### src/rtl/mem_access_unit.sv
// Byte-addressed load/store requester for a word-addressed data memory; sub-word stores are read-modify-write.
// Latency accept->resp: error 1, load 2, word store 2, sub-word store 3; req_ready low while a request is in flight.
module mem_access_unit #(
  parameter int MEM_DEPTH = 64
) (
  input  logic        clk,
  input  logic        rst,
  input  logic        req_valid,
  output logic        req_ready,
  input  logic        req_write,
  input  logic [1:0]  req_size,
  input  logic        req_unsigned,
  input  logic [31:0] req_addr,
  input  logic [31:0] req_wdata,
  output logic        resp_valid,
  output logic [31:0] resp_rdata,
  output logic        resp_error,
  output logic [31:0] mem_addr,
  output logic [31:0] mem_write_data,
  output logic        MemRead,
  output logic        MemWrite,
  input  logic [31:0] mem_read_data
);

  typedef enum logic [1:0] {IDLE, RD, WR, RESP} state_t;

  state_t      state_q, state_d;
  logic        wr_q, wr_d;
  logic [1:0]  size_q, size_d;
  logic        uns_q, uns_d;
  logic [31:0] addr_q, addr_d;
  logic [31:0] wdata_q, wdata_d;
  logic        req_ready_q, req_ready_d;
  logic        mem_read_q, mem_read_d;
  logic        mem_write_q, mem_write_d;
  logic [31:0] mem_addr_q, mem_addr_d;
  logic [31:0] mem_wdata_q, mem_wdata_d;
  logic        resp_valid_q, resp_valid_d;
  logic [31:0] resp_rdata_q, resp_rdata_d;
  logic        resp_error_q, resp_error_d;
  logic        bad_req;

  function automatic logic [31:0] extract(input logic [31:0] word, input logic [1:0] size,
                                          input logic [1:0] lane, input logic uns);
    logic [7:0]  b;
    logic [15:0] h;
    logic [31:0] r;
    b = word[8*lane +: 8];
    h = word[16*lane[1] +: 16];
    case (size)
      2'b00:   r = uns ? {24'h0, b} : {{24{b[7]}}, b};
      2'b01:   r = uns ? {16'h0, h} : {{16{h[15]}}, h};
      default: r = word;
    endcase
    return r;
  endfunction

  function automatic logic [31:0] merge(input logic [31:0] word, input logic [31:0] wdata,
                                        input logic [1:0] size, input logic [1:0] lane);
    logic [31:0] m;
    m = word;
    case (size)
      2'b00:   m[8*lane +: 8] = wdata[7:0];
      2'b01:   m[16*lane[1] +: 16] = wdata[15:0];
      default: m = wdata;
    endcase
    return m;
  endfunction

  assign bad_req = (req_size == 2'b11) ||
                   (req_size == 2'b01 && req_addr[0]) ||
                   (req_size == 2'b10 && req_addr[1:0] != 2'b00) ||
                   ({2'b00, req_addr[31:2]} >= 32'(MEM_DEPTH));

  // Outputs are registered, so each branch sets the values seen in the state being entered.
  always_comb begin
    state_d      = state_q;
    wr_d         = wr_q;
    size_d       = size_q;
    uns_d        = uns_q;
    addr_d       = addr_q;
    wdata_d      = wdata_q;
    req_ready_d  = 1'b0;
    mem_read_d   = 1'b0;
    mem_write_d  = 1'b0;
    mem_addr_d   = '0;
    mem_wdata_d  = '0;
    resp_valid_d = 1'b0;
    resp_rdata_d = '0;
    resp_error_d = 1'b0;
    case (state_q)
      IDLE: begin
        if (req_valid && req_ready_q) begin
          wr_d    = req_write;
          size_d  = req_size;
          uns_d   = req_unsigned;
          addr_d  = req_addr;
          wdata_d = req_wdata;
          if (bad_req) begin
            state_d      = RESP;
            resp_valid_d = 1'b1;
            resp_error_d = 1'b1;
          end else if (req_write && req_size == 2'b10) begin
            state_d     = WR;
            mem_write_d = 1'b1;
            mem_addr_d  = {2'b00, req_addr[31:2]};
            mem_wdata_d = req_wdata;
          end else begin
            state_d    = RD;
            mem_read_d = 1'b1;
            mem_addr_d = {2'b00, req_addr[31:2]};
          end
        end else begin
          req_ready_d = 1'b1;
        end
      end
      RD: begin
        if (wr_q) begin
          state_d     = WR;
          mem_write_d = 1'b1;
          mem_addr_d  = {2'b00, addr_q[31:2]};
          mem_wdata_d = merge(mem_read_data, wdata_q, size_q, addr_q[1:0]);
        end else begin
          state_d      = RESP;
          resp_valid_d = 1'b1;
          resp_rdata_d = extract(mem_read_data, size_q, addr_q[1:0], uns_q);
        end
      end
      WR: begin
        state_d      = RESP;
        resp_valid_d = 1'b1;
      end
      RESP: begin
        state_d     = IDLE;
        req_ready_d = 1'b1;
      end
      default: state_d = IDLE;
    endcase
  end

  always_ff @(posedge clk or negedge rst) begin
    if (!rst) begin
      state_q      <= IDLE;
      wr_q         <= 1'b0;
      size_q       <= 2'b00;
      uns_q        <= 1'b0;
      addr_q       <= '0;
      wdata_q      <= '0;
      req_ready_q  <= 1'b0;
      mem_read_q   <= 1'b0;
      mem_write_q  <= 1'b0;
      mem_addr_q   <= '0;
      mem_wdata_q  <= '0;
      resp_valid_q <= 1'b0;
      resp_rdata_q <= '0;
      resp_error_q <= 1'b0;
    end else begin
      state_q      <= state_d;
      wr_q         <= wr_d;
      size_q       <= size_d;
      uns_q        <= uns_d;
      addr_q       <= addr_d;
      wdata_q      <= wdata_d;
      req_ready_q  <= req_ready_d;
      mem_read_q   <= mem_read_d;
      mem_write_q  <= mem_write_d;
      mem_addr_q   <= mem_addr_d;
      mem_wdata_q  <= mem_wdata_d;
      resp_valid_q <= resp_valid_d;
      resp_rdata_q <= resp_rdata_d;
      resp_error_q <= resp_error_d;
    end
  end

  assign req_ready      = req_ready_q;
  assign MemRead        = mem_read_q;
  assign MemWrite       = mem_write_q;
  assign mem_addr       = mem_addr_q;
  assign mem_write_data = mem_wdata_q;
  assign resp_valid     = resp_valid_q;
  assign resp_rdata     = resp_rdata_q;
  assign resp_error     = resp_error_q;

endmodule

### config.mk
export PLATFORM = sky130hd
export DESIGN_NAME = mem_access_unit
export DESIGN_NICKNAME = d
export VERILOG_FILES = /design/src/rtl/mem_access_unit.sv
export SDC_FILE = /design/constraint.sdc
export NUM_CORES = 1
export LEC_CHECK = 0
export ABC_AREA = 0
export CORE_MARGIN = 2
export CORE_UTILIZATION = 46
export DETAILED_ROUTE_END_ITERATION = 10
export PLACE_DENSITY = 0.76
export SYNTH_ARGS = -nofsm -noshare
export SYNTH_HDL_FRONTEND = slang
export SYNTH_SLANG_ARGS = --single-unit
### constraint.sdc
create_clock -name clk -period 2.5 [get_ports clk]
set_input_delay 0.5 -clock clk [delete_from_list [all_inputs] [get_ports clk]]
set_output_delay 0.5 -clock clk [all_outputs]
set_load 0.02 [all_outputs]
# Word-level counts from Yosys, hierarchy flattened
# Cells that the tools add are included.
[word_totals] ff_bits=171 wordCells=80 out_inout_bits=101 input_bits=103
[classes] reduce_logical=11 order_cmp=1 n_mux=38 eq_ne=8 shifts=6 add_sub_neg=2
[ops] operator="32-bit 2-to-1 mux" n=8
[ops] operator="32-bit case mux with 2 select lines" n=3
[ops] operator="30-bit 2-to-1 mux" n=3
[ops] operator="5-bit negator with 34-bit output" n=2
[ops] operator="32-bit bitwise mux" n=2
[ops] operator="30-bit case mux with 2 select lines" n=1
[ops] operator="16-bit by 34-bit variable shift with 32-bit output, first input constant" n=1
[ops] operator="8-bit by 34-bit variable shift with 32-bit output, first input constant" n=1
[ops] operator="16-bit by 34-bit indexed part select with 32-bit output" n=1
[ops] operator="8-bit by 34-bit indexed part select with 32-bit output" n=1
[ops] operator="32-bit by 6-bit indexed part select with 16-bit output" n=1
[ops] operator="32-bit by 6-bit indexed part select with 8-bit output" n=1
[ops] operator="30-bit by 7-bit greater-or-equal comparator with 1-bit output, second input constant" n=1
[ops] operator="1-bit 2-to-1 mux" n=14
[ops] operator="2-bit equality test, second input constant" n=4
[ops] operator="2-bit case mux with 4 select lines" n=1
[ops] operator="2-bit by 1-bit equality test with 1-bit output, second input constant" n=3
[ops] operator="2-bit 2-to-1 mux" n=3
[ops] operator="1-bit logical AND" n=4
[ops] operator="2-bit logical NOT" n=2
[ops] operator="1-bit case mux with 2 select lines" n=2
[ops] operator="1-bit logical OR" n=3
[ops] operator="1-bit case mux with 3 select lines" n=1
[ops] operator="2-bit != test, second input constant" n=1
[ops] operator="2 further kinds" n=2

# Logic depth before layout (Yosys ltp)
# Gate-level depths: netlist (run 1).
[depth] depth_word=8 ltp_mapped=8 depth_no_buf=6

# Least setup slack after synthesis (run 1)
# Ideal clock, no wire load.
[synth_path] kind="register to register" start="register addr_q[1]" end="register mem_wdata_q[2], in the netlist mem_write_data[2]" setup_slack_ns=0.431 stages_incl_launch_ff=8 period_less_slack_ns=2.069 t_required_ns=2.417 n_path_buf=2 t_arrival_ns=1.985 setup_ns=0.083 path_cell_list="dfrtp_1 > buf_6 > inv_1 > clkbuf_1 > ha_1 > nor4b_4 > o221ai_1 > o22ai_1"
[synth_via] elab_chain_cells=6 word_cells_on_any_way=11 classes_between="add/sub (2); shift (4); mux (5)"
[synth_lines] item="start: declaration" line_no="31" source="logic [31:0] addr_q, addr_d;"
[synth_lines] item="start signal: assignment" line_no="162" source="addr_q <= addr_d;"
[synth_lines] item="5-bit negator with 34-bit output, on equally long branches" line_no="64, 63"
[synth_lines] item="16-bit by 34-bit indexed part select with 32-bit output (tied with other cells)" line_no="64" source="2'b01: m[16*lane[1] +: 16] = wdata[15:0];"
[synth_lines] item="32-bit bitwise mux, on equally long branches" line_no="64, 63"
[synth_lines] item="32-bit case mux with 2 select lines (*)" line_no="62" source="case (size)"
[synth_lines] item="32-bit 2-to-1 mux (*)" line_no="118" source="if (wr_q) begin"
[synth_lines] item="32-bit case mux with 2 select lines (*)" line_no="91" source="case (state_q)"
[synth_lines] item="via mem_wdata_d[2]" line_no="37" source="logic [31:0] mem_wdata_q, mem_wdata_d;"
[synth_lines] item="end signal: assignment" line_no="168" source="mem_wdata_q <= mem_wdata_d;"
[synth_lines] item="end: declaration" line_no="37"
# The timed path passes the listed nets; every way through them passes the cells marked *.
# A chain may end at the register's enable or synchronous reset.

# Final worst setup path (run 1)
[layout_path] start="register size_q[1]" end="register resp_rdata_q[16], in the netlist resp_rdata[16]"
[layout_via] elab_chain_cells=4 word_cells_on_any_way=5 classes_between="eq/ne (1); mux (3); reduce/logical (1)"
[layout_lines] item="start: declaration" line_no="29" source="logic [1:0] size_q, size_d;"
[layout_lines] item="start signal: assignment" line_no="160" source="size_q <= size_d;"
[layout_lines] item="2-bit by 1-bit equality test with 1-bit output or 2-bit logical NOT (tied branches)" line_no="50" source="case (size)"
[layout_lines] item="32-bit case mux with 2 select lines (*)" line_no="50"
[layout_lines] item="32-bit 2-to-1 mux (*)" line_no="118"
[layout_lines] item="32-bit 2-to-1 mux (*)" line_no="91"
[layout_lines] item="via resp_rdata_d[16]" line_no="39" source="logic [31:0] resp_rdata_q, resp_rdata_d;"
[layout_lines] item="end signal: assignment" line_no="170" source="resp_rdata_q <= resp_rdata_d;"
[layout_lines] item="end: declaration" line_no="39"
# Marked as above.

==> out/metrics.yaml, run 1 <==
yosys:
  seq_area_frac_synth: 0.547
  synth_edf_count: 0
  yosys.area.top_type: "dfrtp_1"
  ys_seq_elements: 169
  ys_warn_count: 0
  synth_cell_types: 50
  synthCells: 760
  ys_async_sr_fraction: 1.00
  syn_avg_cell_area_sq_um: 10.2
  synth_compound_area_frac: 0.186
  synth_top_flop_cell: "dfrtp_1"
  synth_area_sq_um: 7730
  synth_top_family_by_area: "compound AO/OA/AOI/OAI gates"
  synth_mux_area_frac: 0.0455
  synth_xor_area_frac: 0
  synthAdderAreaFrac: 0.0146
  synthSimpleGateAreaFrac: 0.159
  yosys-top-cells-area: "dfrtp_1, nand2_1, a221oi_1, o221ai_1, o22ai_1"
  synth_top_area_frac: 0.547
clocking:
  post_cts_buffers: 0
  clk_pin_slew_ps: 70
  cts_buffers: 17
  clkLatencyLatePin_ps: 430
  htree_levels: 4
  cts-root-buf: "clkbuf_16"
  cts_resized: 0
  clk_path_buf_depth: 2
  cts_tree: "done"
  cts.sinks: 169
finish:
  n_fill_cell: 1334
  multi_input_area_sq_um: 3150
  antennaDiodeCount: 0
  layout_common_cells: "clkdlybuf4s50_1, nand2_1, dfrtp_1"
  regArea_sq_um: 4230
  final_common_cell: "clkdlybuf4s50_1"
  fin_nets: 1068
  area_growth_pct: 37.9
  drive_gt1_frac: 0.0970
  final_util: 0.645
floorplan:
  core_area_sq_um: 16500
  ios: 204
  dieArea_sq_um: 17900
  initial_utilization: 0.468
  die_x_microns: 134
  die_h_microns: 134
  rows: 47
global_routing:
  antenna_found_initial: 0
  grt_pass1_vias: 6825
  grt_start_max_net_pins: 56
  grtUsageTotal: 0.271
  grt_pass1_wl_microns: 37400
  grt_remaining_overflow: 0
placed_design:
  place.gp.congestion: 0.957
  io_buffers: 201
  detailed_place_hpwl_microns: 16900
critical_path:
  max_stage_delay_ps: 860
  timing_worst_setup_path_type: "register to register"
  worstPathCellList: "inv_1, nor2_1, a21o_1"
  critical_path_buf_inv_count: 1
  arrival_ps: 2590
  critPathMaxFanout: 18
  cpMaxStageDelayCell: "nor2_1"
  cp_top_family: "simple AND/OR/NAND/NOR gates"
  reg2reg_depth: 3
  required_ps: 2860
  crit_cells: 3
  cp-end-kind: "register"
  start_kind: "register"
power:
  power_density_nw_per_um2: 1090
  vdd.ir_drop.worst_mv: 0.649
  power_mw: 11.6
  p_leak_nw: 5.05
timing:
  hold_viol: 0
  slew_headroom: 0.308
  setup_viol: 0
  max_freq_mhz: 448
  worst_pin_slew_ps: 1030
  whs_ps: 471
  rsz0062_at_grt: "false"
  finalCriticalPeriod_ps: 2230
  clock_skew_ps: 8.10
  period_share: 0.893
  fin_tns_setup_ps: 0
  slew_viol_final: 0
routing:
  num_vias: 6852
  ant_nets: 0
  wl_per_cell_microns: 19.9
  drt_iter0_drc: 728
  firstDrtPassIters: 5
  drt-total-wl_microns: 23700
  drc_errors: 0
  routed_via_density: 5.76
status:
  outcome: "finished clean"
min_path:
  hold_path.class: "register to register"
  holdPathStages: 2
job:
  maxCapViolCount: 0
[cell families after synthesis]
logic type | Yosys count
muxes | 26
DFF | 169
AOI/OAI and AO/OA | 190
other | 1
and+or+nand+nor | 280
adders and majority gates | 9
buffers and inverters | 85
[tightest hold or removal path, stage by stage (launching register included)]
cell     delay (ps)
dfrtp_1         340
nand2_1          50
nand2_1          50
[layout make-up]
type	count	area share
clock buffer	17	0.0399
clock inverter	15	0.0170
inverter	30	0.0106
multi-input combinational	507	0.295
sequential	169	0.397
tap	220	0.0258
timing repair buffer	231	0.215
[flip-flops by register name (all words and copies together) (netlist names)]
register / flops
state_q: 2
addr_q: 32
mem_write_data: 32
resp_valid: 1
mem_addr: 30
MemRead: 1
MemWrite: 1
size_q: 2
resp_rdata: 32
req_ready: 1
wdata_q: 32
uns_q: 1
resp_error: 1
wr_q: 1
[routing by layer]
layer | global-route usage | up-vias | wire length, microns
li1 | - | 3097 | -
met1 | 0.374 | 3382 | 10100
met2 | 0.424 | 332 | 11200
met3 | 0.0704 | 41 | 1950
met4 | 0.0833 | 0 | 503
met5 | 0 | - | 0
[path summary, 6_finish.rpt]
| check | start | endpoint | slack, ps |
|---|---|---|---|
| worst max-delay path | size_q[1]$_DFFE_PN0P_ | resp_rdata[16]$_DFF_PN0_ | 270 |
| worst min-delay path | addr_q[24]$_DFFE_PN0P_ | addr_q[24]$_DFFE_PN0P_ | 470 |
| worst max register to register | size_q[1]$_DFFE_PN0P_ | resp_rdata[16]$_DFF_PN0_ | 270 |
| worst min register to register | addr_q[24]$_DFFE_PN0P_ | addr_q[24]$_DFFE_PN0P_ | 470 |
| max in group asynchronous | rst | mem_write_data[9]$_DFF_PN0_ | 1280 |
| min in group asynchronous | rst | mem_addr[26]$_DFF_PN0_ | 530 |
[stage by stage]
stage               setup WS (ps)  cells  cell area [sq um]
CTS                           287   1189              10700
floorplan                     431    761               7730
detailed placement            225   1156              10000
global route                 88.6   1189              10700
finish                        268   1189              10700
global placement              264   1156              10000
[synthesized netlist by cell type (8+ instances only)]
master    number
mux2i_1       10
dfrtp_1      169
ha_1           9
nand2_1      197
buf_2         11
o21ai_0       32
nor3_1        10
o221ai_1      22
and3_1        26
a221oi_1      23
mux2_2         9
o221a_2        8
nor2_1        15
a21oi_1       11
a22o_1        12
clkbuf_1      37
inv_1         30
o22ai_1       29
a21o_1        21
[what timing repair did]
action | 4_1_cts | 5_1_grt
endpoints found under the setup margin | 0 | 0
hold buffers | 1 | 0
endpoints found under the hold margin | 32 | 0
[power breakdown]
group          switching, mW  total, mW  internal, mW
Combinational           2.71       4.71          2.00
Sequential             0.618       4.17          3.55
Clock                   1.19       2.70          1.51
Power figures use the tool's default switching activity.
==> run 2: changes to the inputs <==
==> constraint.sdc (replaced) <==
create_clock -name clk -period 2.5 [get_ports clk]
set_input_delay 0.5 -clock clk [delete_from_list [all_inputs] [get_ports clk]]
set_output_delay 0.5 -clock clk [all_outputs]
set_load 0.1 [all_outputs]
==> run 2 against run 1 <==
The run now ends with hold timing left. Power up 12%. Combinational power up 31%. Clock power hardly changed. Maximum frequency fell by 3.6%. Setup slack lost 84 ps. Die area stayed put. Via count down 1.2%. Design area is 2.4% lower. Clock skew grew 0.50 ps. Sequential share of layout area up 0.96 points. Critical path type unchanged. Highest routed layer unchanged.
==> out/metrics.yaml, run 2 (synthesis gave the netlist of run 1 again) <==
status:
  outcome: "complete, but fails checks"
  violations: "hold timing"
timing:
  layout_setup_ws_ps: 184
  slew_viol_final: 0
  whs_ps: -1.96
  max_freq_mhz: 432
  period_share: 0.926
  worst_pin_slew_ps: 1010
  slew_headroom: 0.322
  hold_viol: 3
  rsz0062_at_grt: "false"
  setup_viol: 0
  finalCriticalPeriod_ps: 2320
  clock_skew_ps: 8.61
  fin_tns_setup_ps: 0
min_path:
  hold_path.class: "input port to asynchronous set/reset pin"
finish:
  layout_common_cells: "nand2_1, dfrtp_1, buf_4"
  fin_nets: 1066
  multi_input_area_sq_um: 3150
  drive_gt1_frac: 0.199
  instances_no_fill: 1187
  n_fill_cell: 1333
  regArea_sq_um: 4230
  post-route-cell-area_sq_um: 10400
  antennaDiodeCount: 0
  final_common_cell: "nand2_1"
  area_growth_pct: 34.6
floorplan:
  dieArea_sq_um: 17900
  ios: 204
  initial_utilization: 0.468
  die_h_microns: 134
  die_x_microns: 134
  core_area_sq_um: 16500
  rows: 47
clocking:
  clkLatencyLatePin_ps: 440
  htree_levels: 4
  cts.sinks: 169
  post_cts_buffers: 0
  cts-root-buf: "clkbuf_16"
  cts_tree: "done"
  cts_resized: 0
  cts_buffers: 17
  clk_path_buf_depth: 2
  clk_pin_slew_ps: 70
  hold_buffers: 0
placed_design:
  io_buffers: 201
  pre_cts_slack_ps: 196
  detailed_place_hpwl_microns: 16600
  place_area_sq_um: 9800
  place.gp.congestion: 1.01
  dp_cells: 1155
power:
  pwr-share-clk: 0.206
  p_comb_frac: 0.473
  power_density_nw_per_um2: 1250
  p_leak_nw: 5.23
  cell_internal_pwr_mw: 7.01
  seq_power_share: 0.320
  vdd.ir_drop.worst_mv: 0.764
  p_sw_frac: 0.461
  p_sw_mw: 6.00
routing:
  ant_nets: 0
  num_vias: 6770
  firstDrtPassIters: 5
  wl_per_cell_microns: 19.5
  routed_via_density: 5.70
  drc_errors: 0
  drt-total-wl_microns: 23200
  drt_iter0_drc: 738
critical_path:
  cpMaxStageDelayCell: "dfrtp_1"
  cp-end-kind: "register"
  timing_worst_setup_path_type: "register to register"
  max_stage_delay_ps: 710
  critPathMaxFanout: 15
  required_ps: 2810
  reg2reg_slack_ps: 180
  worstPathCellList: "nor2b_1, nand2_1, o21ai_0, o22ai_1"
  start_kind: "register"
  arrival_ps: 2620
global_routing:
  grt_pass1_wl_microns: 36300
  top_usage_layer: "met2"
  grt_pass1_vias: 6501
  grt_util_met3: 0.0685
  met2_usage: 0.401
  antenna_found_initial: 0
  grtUsageMet1: 0.380
  grtUsageTotal: 0.265
  grt_start_max_net_pins: 65
  grt_remaining_overflow: 0
job:
  maxCapViolCount: 0
-- run 2: changes by cell type in the layout (fill, tap and decap cells not counted), moves of 2 or more --
cell             before  now
clkdlybuf4s50_1     200  101
buf_4                25  122
clkbuf_8              0    3
inv_6                 6    3
clkinvlp_4            1    3
inv_8                 2    0
-- run 2: through the flow --
stage / total power, mW / utilization
5_1_grt: 13.6 / 0.630
2_1_floorplan: 8.55 / -
6_report: 13.0 / 0.630
3_3_place_gp: 10.2 / 0.593
4_1_cts: 13.0 / 0.630
3_5_place_dp: 10.3 / 0.593
-- run 2: worst max-delay path, delay by kind of cell (launching register included) --
kind | cells | cell delay (ps)
compound gates | 2 | 510
flops | 1 | 710
simple gates | 2 | 970
-- run 2: layer usage --
metal | vias to the layer above | wire length [microns]
met4 | 0 | 490
met2 | 365 | 10700
met3 | 43 | 2180
li1 | 3093 | -
met1 | 3269 | 9830
met5 | - | 0
-- run 2: power groups by stage --
stage                     logic (mW)  registers [mW]  clock network, mW
after floorplan                 2.73            5.83                  0
after global routing            6.51            4.26               2.84
final                           6.16            4.17               2.69
after global placement          5.99            4.17                  0
after CTS                       6.11            4.15               2.70
after detailed placement        6.08            4.19                  0
-- run 2: layout make-up --
type / count / area share
clock inverter: 12 / 0.0135
sequential: 169 / 0.406
clock buffer: 20 / 0.0448
timing repair buffer: 229 / 0.196
tap: 220 / 0.0264
multi-input combinational: 507 / 0.302
inverter: 30 / 0.0108
-- run 2: final timing paths --
path | from | depth (start not counted) | end
hold / removal | rst | 1 | addr_q[26]$_DFFE_PN0P_
setup reg to reg | size_q[0]$_DFFE_PN0P_ | 4 | mem_write_data[3]$_DFF_PN0_
hold reg to reg | addr_q[14]$_DFFE_PN0P_ | 2 | addr_q[14]$_DFFE_PN0P_
max in group asynchronous | rst | 2 | mem_write_data[21]$_DFF_PN0_
setup / recovery | size_q[0]$_DFFE_PN0P_ | 4 | mem_write_data[3]$_DFF_PN0_
min in group clk | addr_q[14]$_DFFE_PN0P_ | 2 | addr_q[14]$_DFFE_PN0P_
==> run 3: changes to the inputs <==
--- a/config.mk
+++ b/config.mk
@@ -10,6 +10,8 @@
 export CORE_UTILIZATION = 46
 export DETAILED_ROUTE_END_ITERATION = 10
 export PLACE_DENSITY = 0.76
+export SKIP_LAST_GASP = 1
 export SYNTH_ARGS = -nofsm -noshare
 export SYNTH_HDL_FRONTEND = slang
 export SYNTH_SLANG_ARGS = --single-unit
+export TNS_END_PERCENT = 10
==> results of run 3 <==
No change in the layout: final DEF, timing and power equal those of run 2.
